**config.mk**
```make
export PLATFORM = sky130hd
export DESIGN_NAME = enc8b10b_tx_sched
export DESIGN_NICKNAME = d
export VERILOG_FILES = /design/src/rtl/enc8b10b_pkg.sv /design/src/rtl/enc8b10b_tx_sched_prbs7.sv /design/src/rtl/enc8b10b_tx_sched.sv
export SDC_FILE = /design/constraint.sdc
export NUM_CORES = 1
export LEC_CHECK = 0
export CAP_MARGIN = 20
export CELL_PAD_IN_SITES_DETAIL_PLACEMENT = 0
export CELL_PAD_IN_SITES_GLOBAL_PLACEMENT = 2
export CORE_ASPECT_RATIO = 1.2
export CORE_MARGIN = 5
export CORE_UTILIZATION = 35
export DETAILED_ROUTE_END_ITERATION = 8
export PLACE_DENSITY_LB_ADDON = 0.1
export SLEW_MARGIN = 25
export SYNTH_ARGS = -nofsm -noshare
export SYNTH_HDL_FRONTEND = slang
export SYNTH_SLANG_ARGS = --single-unit
```
**constraint.sdc**
```tcl
create_clock -name clk -period 2.5 [get_ports clk]
set_clock_uncertainty 0.15 [all_clocks]
set_input_delay 0.25 -clock clk [delete_from_list [all_inputs] [get_ports clk]]
set_output_delay 0.25 -clock clk [all_outputs]
set_load 0.03 [all_outputs]
```
**src/rtl/enc8b10b_pkg.sv**
```systemverilog
// Shared constants, legal control-code check and scheduler state type for the
// 8b/10b transmit path.
package enc8b10b_pkg;

  localparam logic [7:0] K28_5 = 8'hBC;
  localparam logic [7:0] K28_0 = 8'h1C;

  localparam int N_LEGAL_K = 12;
  localparam logic [N_LEGAL_K-1:0][7:0] LEGAL_K = {
    8'h1C, 8'h3C, 8'h5C, 8'h7C, 8'h9C, 8'hBC,
    8'hDC, 8'hFC, 8'hF7, 8'hFB, 8'hFD, 8'hFE
  };

  typedef enum logic [1:0] {OFF, ALIGN, DATA, SKIP} tx_sched_state_t;

  function automatic logic is_legal_k(input logic [7:0] b);
    logic hit;
    hit = 1'b0;
    for (int i = 0; i < N_LEGAL_K; i++) begin
      if (b == LEGAL_K[i]) hit = 1'b1;
    end
    return hit;
  endfunction

endpackage

```
**src/rtl/enc8b10b_tx_sched_prbs7.sv**
```systemverilog
// PRBS7 (x^7+x^6+1) byte source; prbs_byte holds the next 8 generated bits,
// newest in bit 0, so its low 7 bits equal the LFSR state after 8 steps.
module enc8b10b_prbs7 (
  input  logic       clk,
  input  logic       rst,
  input  logic       seed,
  input  logic       adv,
  output logic [7:0] prbs_byte
);

  logic [6:0] lfsr_q, lfsr_d;
  logic [6:0] walk;
  logic       fb;

  always_comb begin
    walk      = lfsr_q;
    prbs_byte = '0;
    fb        = 1'b0;
    for (int i = 0; i < 8; i++) begin
      fb        = walk[6] ^ walk[5];
      walk      = {walk[5:0], fb};
      prbs_byte = {prbs_byte[6:0], fb};
    end
    lfsr_d = lfsr_q;
    if (seed)     lfsr_d = 7'h7F;
    else if (adv) lfsr_d = walk;
  end

  always_ff @(posedge clk or negedge rst) begin
    if (!rst) lfsr_q <= 7'h7F;
    else      lfsr_q <= lfsr_d;
  end

endmodule

```
**src/rtl/enc8b10b_tx_sched.sv**
```systemverilog
// Transmit symbol scheduler in front of the 8b/10b encoder: comma alignment,
// user data with K28.5 idle fill, periodic K28.0 skip bursts, K-code policing.
// Optional PRBS7 data source when ENC_TX_PRBS_EN is defined (adds prbs_mode).
module enc8b10b_tx_sched
  import enc8b10b_pkg::*;
#(
  parameter int ALIGN_LEN   = 16,
  parameter int SKIP_PERIOD = 1024,
  parameter int SKIP_LEN    = 2
) (
  input  logic       clk,
  input  logic       rst,
  input  logic       link_en,
  input  logic [7:0] s_data,
  input  logic       s_k,
  input  logic       s_valid,
  output logic       s_ready,
  output logic [7:0] enc_data,
  output logic       enc_k,
  output logic       enc_valid,
  input  logic       enc_ready,
  output logic       aligned,
  output logic       err_k
`ifdef ENC_TX_PRBS_EN
  ,
  input  logic       prbs_mode
`endif
);

  localparam logic [7:0]  ALIGN_LAST = 8'(ALIGN_LEN - 1);
  localparam logic [15:0] SKIP_LAST  = 16'(SKIP_PERIOD - 1);
  localparam logic [3:0]  BURST_LAST = 4'(SKIP_LEN - 1);

  tx_sched_state_t state_q, state_d;
  logic [7:0]  align_cnt_q, align_cnt_d;
  logic [15:0] skip_cnt_q, skip_cnt_d;
  logic [3:0]  burst_cnt_q, burst_cnt_d;
  logic [7:0]  enc_data_q, enc_data_d;
  logic        enc_k_q, enc_k_d;
  logic        enc_valid_q, enc_valid_d;
  logic        aligned_q, aligned_d;
  logic        err_k_q, err_k_d;
  logic        load;

`ifdef ENC_TX_PRBS_EN
  logic       prbs_seed, prbs_adv;
  logic [7:0] prbs_byte;

  enc8b10b_prbs7 u_prbs7 (
    .clk       (clk),
    .rst       (rst),
    .seed      (prbs_seed),
    .adv       (prbs_adv),
    .prbs_byte (prbs_byte)
  );
`endif

  always_comb begin
    load        = !enc_valid_q || enc_ready;
    state_d     = state_q;
    align_cnt_d = align_cnt_q;
    skip_cnt_d  = skip_cnt_q;
    burst_cnt_d = burst_cnt_q;
    enc_data_d  = enc_data_q;
    enc_k_d     = enc_k_q;
    enc_valid_d = enc_valid_q;
    aligned_d   = aligned_q;
    err_k_d     = err_k_q;
    s_ready     = 1'b0;
`ifdef ENC_TX_PRBS_EN
    prbs_seed   = 1'b0;
    prbs_adv    = 1'b0;
`endif
    // Nothing moves without a load, so a stalled symbol always completes first.
    if (load) begin
      if (state_q != OFF && !link_en) begin
        state_d     = OFF;
        enc_valid_d = 1'b0;
        aligned_d   = 1'b0;
      end else begin
        case (state_q)
          OFF: begin
            enc_valid_d = 1'b0;
            aligned_d   = 1'b0;
            if (link_en) begin
              state_d     = ALIGN;
              align_cnt_d = '0;
              err_k_d     = 1'b0;
`ifdef ENC_TX_PRBS_EN
              prbs_seed   = 1'b1;
`endif
            end
          end
          ALIGN: begin
            enc_data_d  = K28_5;
            enc_k_d     = 1'b1;
            enc_valid_d = 1'b1;
            aligned_d   = 1'b0;
            align_cnt_d = align_cnt_q + 8'd1;
            if (align_cnt_q == ALIGN_LAST) begin
              state_d    = DATA;
              skip_cnt_d = '0;
            end
          end
          DATA: begin
            enc_data_d  = K28_5;
            enc_k_d     = 1'b1;
            enc_valid_d = 1'b1;
            aligned_d   = 1'b1;
            skip_cnt_d  = skip_cnt_q + 16'd1;
            if (skip_cnt_q == SKIP_LAST) begin
              state_d     = SKIP;
              burst_cnt_d = '0;
            end
`ifdef ENC_TX_PRBS_EN
            if (prbs_mode) begin
              enc_data_d = prbs_byte;
              enc_k_d    = 1'b0;
              prbs_adv   = 1'b1;
            end else
`endif
            begin
              s_ready = 1'b1;
              if (s_valid) begin
                if (s_k && !is_legal_k(s_data)) begin
                  err_k_d = 1'b1;
                end else begin
                  enc_data_d = s_data;
                  enc_k_d    = s_k;
                end
              end
            end
          end
          SKIP: begin
            enc_data_d  = K28_0;
            enc_k_d     = 1'b1;
            enc_valid_d = 1'b1;
            aligned_d   = 1'b1;
            burst_cnt_d = burst_cnt_q + 4'd1;
            if (burst_cnt_q == BURST_LAST) begin
              state_d    = DATA;
              skip_cnt_d = '0;
            end
          end
          default: state_d = OFF;
        endcase
      end
    end
  end

  always_ff @(posedge clk or negedge rst) begin
    if (!rst) begin
      state_q     <= OFF;
      align_cnt_q <= '0;
      skip_cnt_q  <= '0;
      burst_cnt_q <= '0;
      enc_data_q  <= '0;
      enc_k_q     <= 1'b0;
      enc_valid_q <= 1'b0;
      aligned_q   <= 1'b0;
      err_k_q     <= 1'b0;
    end else begin
      state_q     <= state_d;
      align_cnt_q <= align_cnt_d;
      skip_cnt_q  <= skip_cnt_d;
      burst_cnt_q <= burst_cnt_d;
      enc_data_q  <= enc_data_d;
      enc_k_q     <= enc_k_d;
      enc_valid_q <= enc_valid_d;
      aligned_q   <= aligned_d;
      err_k_q     <= err_k_d;
    end
  end

  assign enc_data  = enc_data_q;
  assign enc_k     = enc_k_q;
  assign enc_valid = enc_valid_q;
  assign aligned   = aligned_q;
  assign err_k     = err_k_q;

endmodule

```
==> impl_results.md, run 1 <==
* Status: completed
* Crit path launch type: flop
* Commonest non-fill, non-tap cell in the layout: dfrtp_1
* Power per cell area at about 800 mW/mm^2
* Area leader, netlist: dfrtp_1
* Critical path arrival at around 2300 ps
* Ys Warns at 0
* Synth Net Count at 273
* Area of the multi-input gates at 0.00122 mm^2
* CP peak stage delay at 530 ps
* Worst-Skew Late Latency at 290 ps
* Critical path, cell by cell: ha_1 > nand3_1 > or4_4 > a21o_1 > a221o_1
* Ys flop type: dfrtp_1
* Crit path capture type: flop
* Total GRT Usage at roughly 15%
* Period utilization at 88.7%
* H-tree levels at 2
* Util after Layout at 42.5%
* Fin. Hold Viols at 0
* TritonCTS clock tree: yes
* Setup TNS at 0 ps
* Synth Cell Area at 0.00238 mm^2
* Port Buf Inserts at 26
* Final setup fails at 0
* DRC Markers at 0
* Row cnt at 33
* Post-route ant nets at 0
* Fmax at between 0.4 and 0.5 GHz
* RSZ-0062 raised after global routing: no
* Initial core utilization at 35.3%
* Cts bufs inserted at 5
* WL/cell at 16.6 um
* Total power at approximately 0.0023 W
* Drt via density at 5.55
* GP Congestion at 0.790
* Initial antenna violation count at 0
* Post-synth top area share at between 40 and 50%
* Fin crit period at 2220 ps
* Unique masters post-synth at 57
* Io pins at 27
* Register bit total from synthesis at 42
* Worst min-delay path class: input pin to async pin
* Final layout net count at 308
* Worst setup path start: align_cnt_q[0]$_DFFE_PN0P_
* CP max stage cell: or4_4
* WP data required at 2530 ps
* Synth area leaders: dfrtp_1, nand2_1, o21ai_0
* Max cap viols at 0
* First-pass iteration count of the detailed router at 4
* Area Growth Syn to Fin at 20.2%
* Most frequent cells in the layout: dfrtp_1, nand2_1, clkdlybuf4s50_1, buf_4, o21ai_0
* Synth Area per Inst at 9.33 um^2
* Die Y at around 100 um
* Final Max Slew Viols at 0
* First-pass GRT wire length at about 10000 um
* Clk root buf: clkbuf_8
* Clk pwr share at 18.4%
* Final wirelength at 6240 um
* Syn Inst Count at 255
* Post-CTS Setup Bufs at 0
* Int Pwr at between 0.001 and 0.0015 W
* GR Overflow Total at 0
* Clock buffer depth at 2
* Vias in the first global route at ~2000
* Diode count at 0
* Horiz. Die Dim at 85.3 um
* R2r startpoint: align_cnt_q[0]$_DFFE_PN0P_
* Clock-pin slew on the worst setup and hold paths at roughly 80 ps
* Post-synth EDFFs at 0
* Async set-reset flop share out of synthesis at 100%
* Sw Pwr at 0.000903 W
* Die footprint at 0.00855 mm^2
* Power share of the combinational group at 39.4%
* Maximum VDD drop at between 0.2 and 0.3 mV
* Net Sw Frac at 39.5%
* Core ar. at 0.00673 mm^2
* Vias at 2094
* WP buf/inv at 0
* CP Max Fanout at 10
* Sequential area share after synthesis at around 44%
* Register share of total power at 42.2%
* CP top delay family: compound AO/OA/AOI/OAI gates
* HPWL after detailed placement at 4730 um
* Setup CP Type: flop to flop
* Largest net degree at the start of global routing at 19
* Worst-margin pin slew at approximately 520 ps
* Leak Pwr at 1.25 nW
* Sink Count at 42
* Rel. slew slack at 64.7%
* DR iter-0 viols at 90
* Layout cell share with drive strength beyond 1 at roughly 12%
* Seq. cell area at around 0.0011 mm^2
* Fillers at 696
## path summary, 6_finish.rpt
kind | end | slack, ps | depth (start not counted)
min reg2reg | aligned$_DFFE_PN0N_ | 340 | 2
max | skip_cnt_q[2]$_DFFE_PN0P_ | 280 | 5
min | burst_cnt_q[1]$_DFFE_PN0P_ | 170 | 2
max reg2reg | skip_cnt_q[2]$_DFFE_PN0P_ | 280 | 5
max in group asynchronous | state_q[1]$_DFFE_PN0P_ | 1550 | 3
min in group clk | aligned$_DFFE_PN0N_ | 340 | 2
## kinds of logic (layout without fill, tap and decap cells)
| group | after synthesis | count (layout) | synth area share, % |
|---|---|---|---|
| muxes | 3 | 3 | 1.26 |
| and+or+nand+nor | 115 | 115 | 26.8 |
| AOI/OAI and AO/OA | 65 | 65 | 19.9 |
| DFF | 42 | 42 | 44.2 |
| buffers and inverters | 23 | 58 | 4.63 |
| adders and majority gates | 4 | 4 | 2.10 |
| xor gates and xnor gates | 3 | 3 | 1.10 |
## layer usage
metal	global-route usage, %	wire length (um)	up-vias
li1	-	-	1034
met1	19.4	2890	1034
met3	2.46	130	5
met4	4.02	64	0
met5	0	0	-
met2	26.0	3160	21
## area by class of cell
class / count / share of cell area, %
timing repair buffer: 41 / 12.9
inverter: 10 / 1.31
sequential: 42 / 36.8
multi-input combinational: 190 / 42.6
tap: 87 / 3.81
clock buffer: 7 / 2.67
## power by group through the flow
stage | Sequential [W] | Combinational (W) | Clock [W]
6_report | 0.000964 | 0.000901 | 0.000419
5_1_grt | 0.000990 | 0.000995 | 0.000464
4_1_cts | 0.000963 | 0.000918 | 0.000433
3_5_place_dp | 0.000976 | 0.000913 | 0
3_3_place_gp | 0.000975 | 0.000917 | 0
2_1_floorplan | 0.00102 | 0.000516 | 0
## worst reg2reg max path, cell delays in order (launching register included)
cell and delay, ps:
dfrtp_1 390, ha_1 210, nand3_1 120, or4_4 530
a21o_1 320, a221o_1 390
## metrics by stage
stage	worst slack [ps]	area (um^2)	std cells	hold WS, ps
5_1_grt	167	2860	377	185
6_report	283	2860	377	171
2_1_floorplan	357	2380	255	-196
3_5_place_dp	274	2770	369	-53.9
4_1_cts	263	2860	377	178
3_3_place_gp	288	2770	369	-46.1
## Yosys cell counts, types with 2 or more instances
cell,instances
mux2i_1,3
a41oi_1,3
or2_2,2
nand2_1,35
nand2b_1,3
o41a_1,2
and4_1,6
a21o_2,3
a21oi_1,10
and3_1,7
xor2_1,2
o32ai_1,2
or4_1,2
inv_1,9
o311ai_0,2
nand3b_1,2
clkbuf_1,7
ha_1,4
nor2_1,10
nand3_1,12
nand4_1,6
or3_1,3
buf_4,4
o21ai_0,14
a31oi_1,7
o31ai_1,3
nor4_1,5
nand4b_1,3
nor3_1,7
dfrtp_1,42
o32a_1,3
nor2b_1,3
a211o_2,5
## registers in the layout, summed over array words and instances (netlist names)
signal and cells:
align_cnt_q 8, enc_k 1, enc_data 8, err_k 1
state_q 2, enc_valid 1, skip_cnt_q 16, aligned 1
burst_cnt_q 4
## repair_timing
item                      in CTS  in global routing
hold endpoints to repair      42                  0
hold buffers                   1                  0
gates resized for setup        0                  0
No activity file was read; power rests on OpenSTA's default activity.
==> run 2: changes to the inputs <==
Settings changed: GPL_TIMING_DRIVEN from default to 0.
==> run 2 against run 1 <==
First-iteration DRC count increased by 24%. Maximum frequency decreased by 3.7%. Sequential cell count unchanged. Critical path depth unchanged. Global-route usage increased by 0.83 points.
==> impl_results.md, run 2 (synthesis gave the netlist of run 1 again) <==
* Diode count at 0 (unchanged)
* Die footprint at 0.00855 mm^2 (unchanged)
* Vias in the first global route at 2102 (+2.9%)
* TritonCTS clock tree: yes
* Placed Cells incl. Taps at 368 (-0.27%)
* Max cap viols at 0 (unchanged)
* Fin crit period at 2300 ps (+84.9 ps)
* Fillers at 697 (+0.14%)
* Critical path arrival at 1900 ps (-350 ps)
* Area after DPL at 0.00275 mm^2 (-0.72%)
* Clk root buf: clkbuf_8
* Final wirelength at 6390 um (+2.3%)
* Util after Layout at 42.8% (+0.32 points)
* Total power at 0.00242 W (+6.1%)
* Crit path launch type: flop
* Worst-Skew Late Latency at 290 ps (about the same)
* Fin. Hold Viols at 0 (unchanged)
* Crit path capture type: output port
* Power per cell area at 842 mW/mm^2 (+5.4%)
* Most frequent cells in the layout: dfrtp_1, nand2_1, clkdlybuf4s50_1, o21ai_0, nand3_1
* Post-route ant nets at 0 (unchanged)
* Io pins at 27 (unchanged)
* Seq. cell area at 0.00105 mm^2 (unchanged)
* Post-CTS Setup Bufs at 0 (unchanged)
* WP data required at 2100 ps (-430 ps)
* Period utilization at 92.1% (+3.4 points)
* Finished Cell Area at 0.00288 mm^2 (+0.74%)
* Worst hold slack at 292 ps (+121 ps)
* Initial antenna violation count at 0 (unchanged)
* Area of the multi-input gates at 0.00122 mm^2 (+0.41%)
* Layout cell share with drive strength beyond 1 at 11.1% (-1.3 points)
* H-tree levels at 2 (unchanged)
* Port Buf Inserts at 25 (-3.8%)
* HPWL after detailed placement at 4700 um (-0.77%)
* Commonest non-fill, non-tap cell in the layout: dfrtp_1
* DR iter-0 viols at 112 (+24%)
* Largest Register: skip_cnt_q
* Horiz. Die Dim at 85.3 um (unchanged)
* Die Y at 100 um (unchanged)
* Clock-pin slew on the worst setup and hold paths at 80 ps (about the same)
* Worst-margin pin slew at 661 ps (+136 ps)
* Largest net degree at the start of global routing at 24 (+5)
* GR Overflow Total at 0 (unchanged)
* First-pass GRT wire length at 10800 um (+4.7%)
* GP Congestion at 0.720 (-8.9%)
* Final Max Slew Viols at 0 (unchanged)
* First-pass iteration count of the detailed router at 4 (unchanged)
* Setup CP Type: flop to output port
* WL/cell at 17.0 um (+2.6%)
* DRC Markers at 0 (unchanged)
* Row cnt at 33 (unchanged)
* RSZ-0062 raised after global routing: no
* Status: completed
* Rel. slew slack at 55.9% (-8.9 points)
* Leak Pwr at 1.26 nW (+0.27%)
* Core ar. at 0.00673 mm^2 (unchanged)
* Final setup fails at 0 (unchanged)
* Area Growth Syn to Fin at 21.1%
* Cts bufs inserted at 5 (unchanged)
* Initial core utilization at 35.3% (unchanged)
* Maximum VDD drop at 0.267 mV (-6.4%)
* Non-filler cells, final at 376 (-0.27%)
* Worst min-delay path class: input pin to async pin
* Fmax at 0.434 GHz (-3.7%)
* Sink Count at 42 (unchanged)
* Max FFs per register at 16 (unchanged)
* Clock buffer depth at 2 (unchanged)
* Total GRT Usage at 15.9% (+0.83 points)
* CP Max Fanout at 9 (-1)
* Drt via density at 5.57 (+0.36%)
* Final layout net count at 307 (-0.32%)
* Vias at 2096 (+0.096%)
## run 2: metal layers
| layer | GRT usage, % | part of all wire [%] | up-vias |
|---|---|---|---|
| li1 | - | - | 1031 |
| met1 | 19.9 | 45 | 1036 |
| met2 | 27.8 | 51 | 22 |
| met3 | 2.71 | 2.7 | 7 |
| met4 | 4.63 | 0.99 | 0 |
| met5 | 0 | 0 | - |
## run 2: through the flow
stage	TNS (ps)	worst slack [ps]
4_1_cts	0	177
5_1_grt	0	75.5
2_1_floorplan	0	357
3_5_place_dp	-294	-294
6_report	0	198
3_3_place_gp	-11710	-308
## run 2: final cells by class
class                   instances  area share [%]
flip-flops and latches         42            36.5
inverters                      10            1.35
plain buffers                  13            2.52
clock buffers                   6            2.87
clock inverters                 1            1.04
well taps                      87            3.78
repair buffers                 27            9.51
multi-input cells             190            42.4
## run 2: final timing paths
check / start / end / slack [ps] / cells after the start
max in group asynchronous: rst / skip_cnt_q[12]$_DFFE_PN0P_ / 1400 / 3
max reg2reg: align_cnt_q[0]$_DFFE_PN0P_ / skip_cnt_q[6]$_DFFE_PN0P_ / 260 / 5
max: state_q[0]$_DFFE_PN0P_ / s_ready / 200 / 5
min reg2reg: aligned$_DFFE_PN0N_ / aligned$_DFFE_PN0N_ / 330 / 2
min in group clk: link_en / state_q[0]$_DFFE_PN0P_ / 300 / 4
min: rst / burst_cnt_q[3]$_DFFE_PN0P_ / 290 / 2
## run 2: where the power goes
group          leakage [nW]  switching [W]  internal (W)
Sequential            0.533       0.000123      0.000811
Combinational         0.668       0.000568      0.000360
Clock                0.0573       0.000242      0.000320
Total                  1.26       0.000934       0.00149
## run 2: worst max-delay path: stages, from the launching register on
cell	delay, ps
dfrtp_1	430
nor2b_1	130
buf_4	180
nand3_2	240
clkinv_2	200
dlygate4sd2_1	420
## run 2: what timing repair did
action | CTS | global route
resized for setup | 3 | 0
setup endpoints to repair | 1 | 0
hold endpoints to repair | 19 | 0
hold buffers | 1 | 0
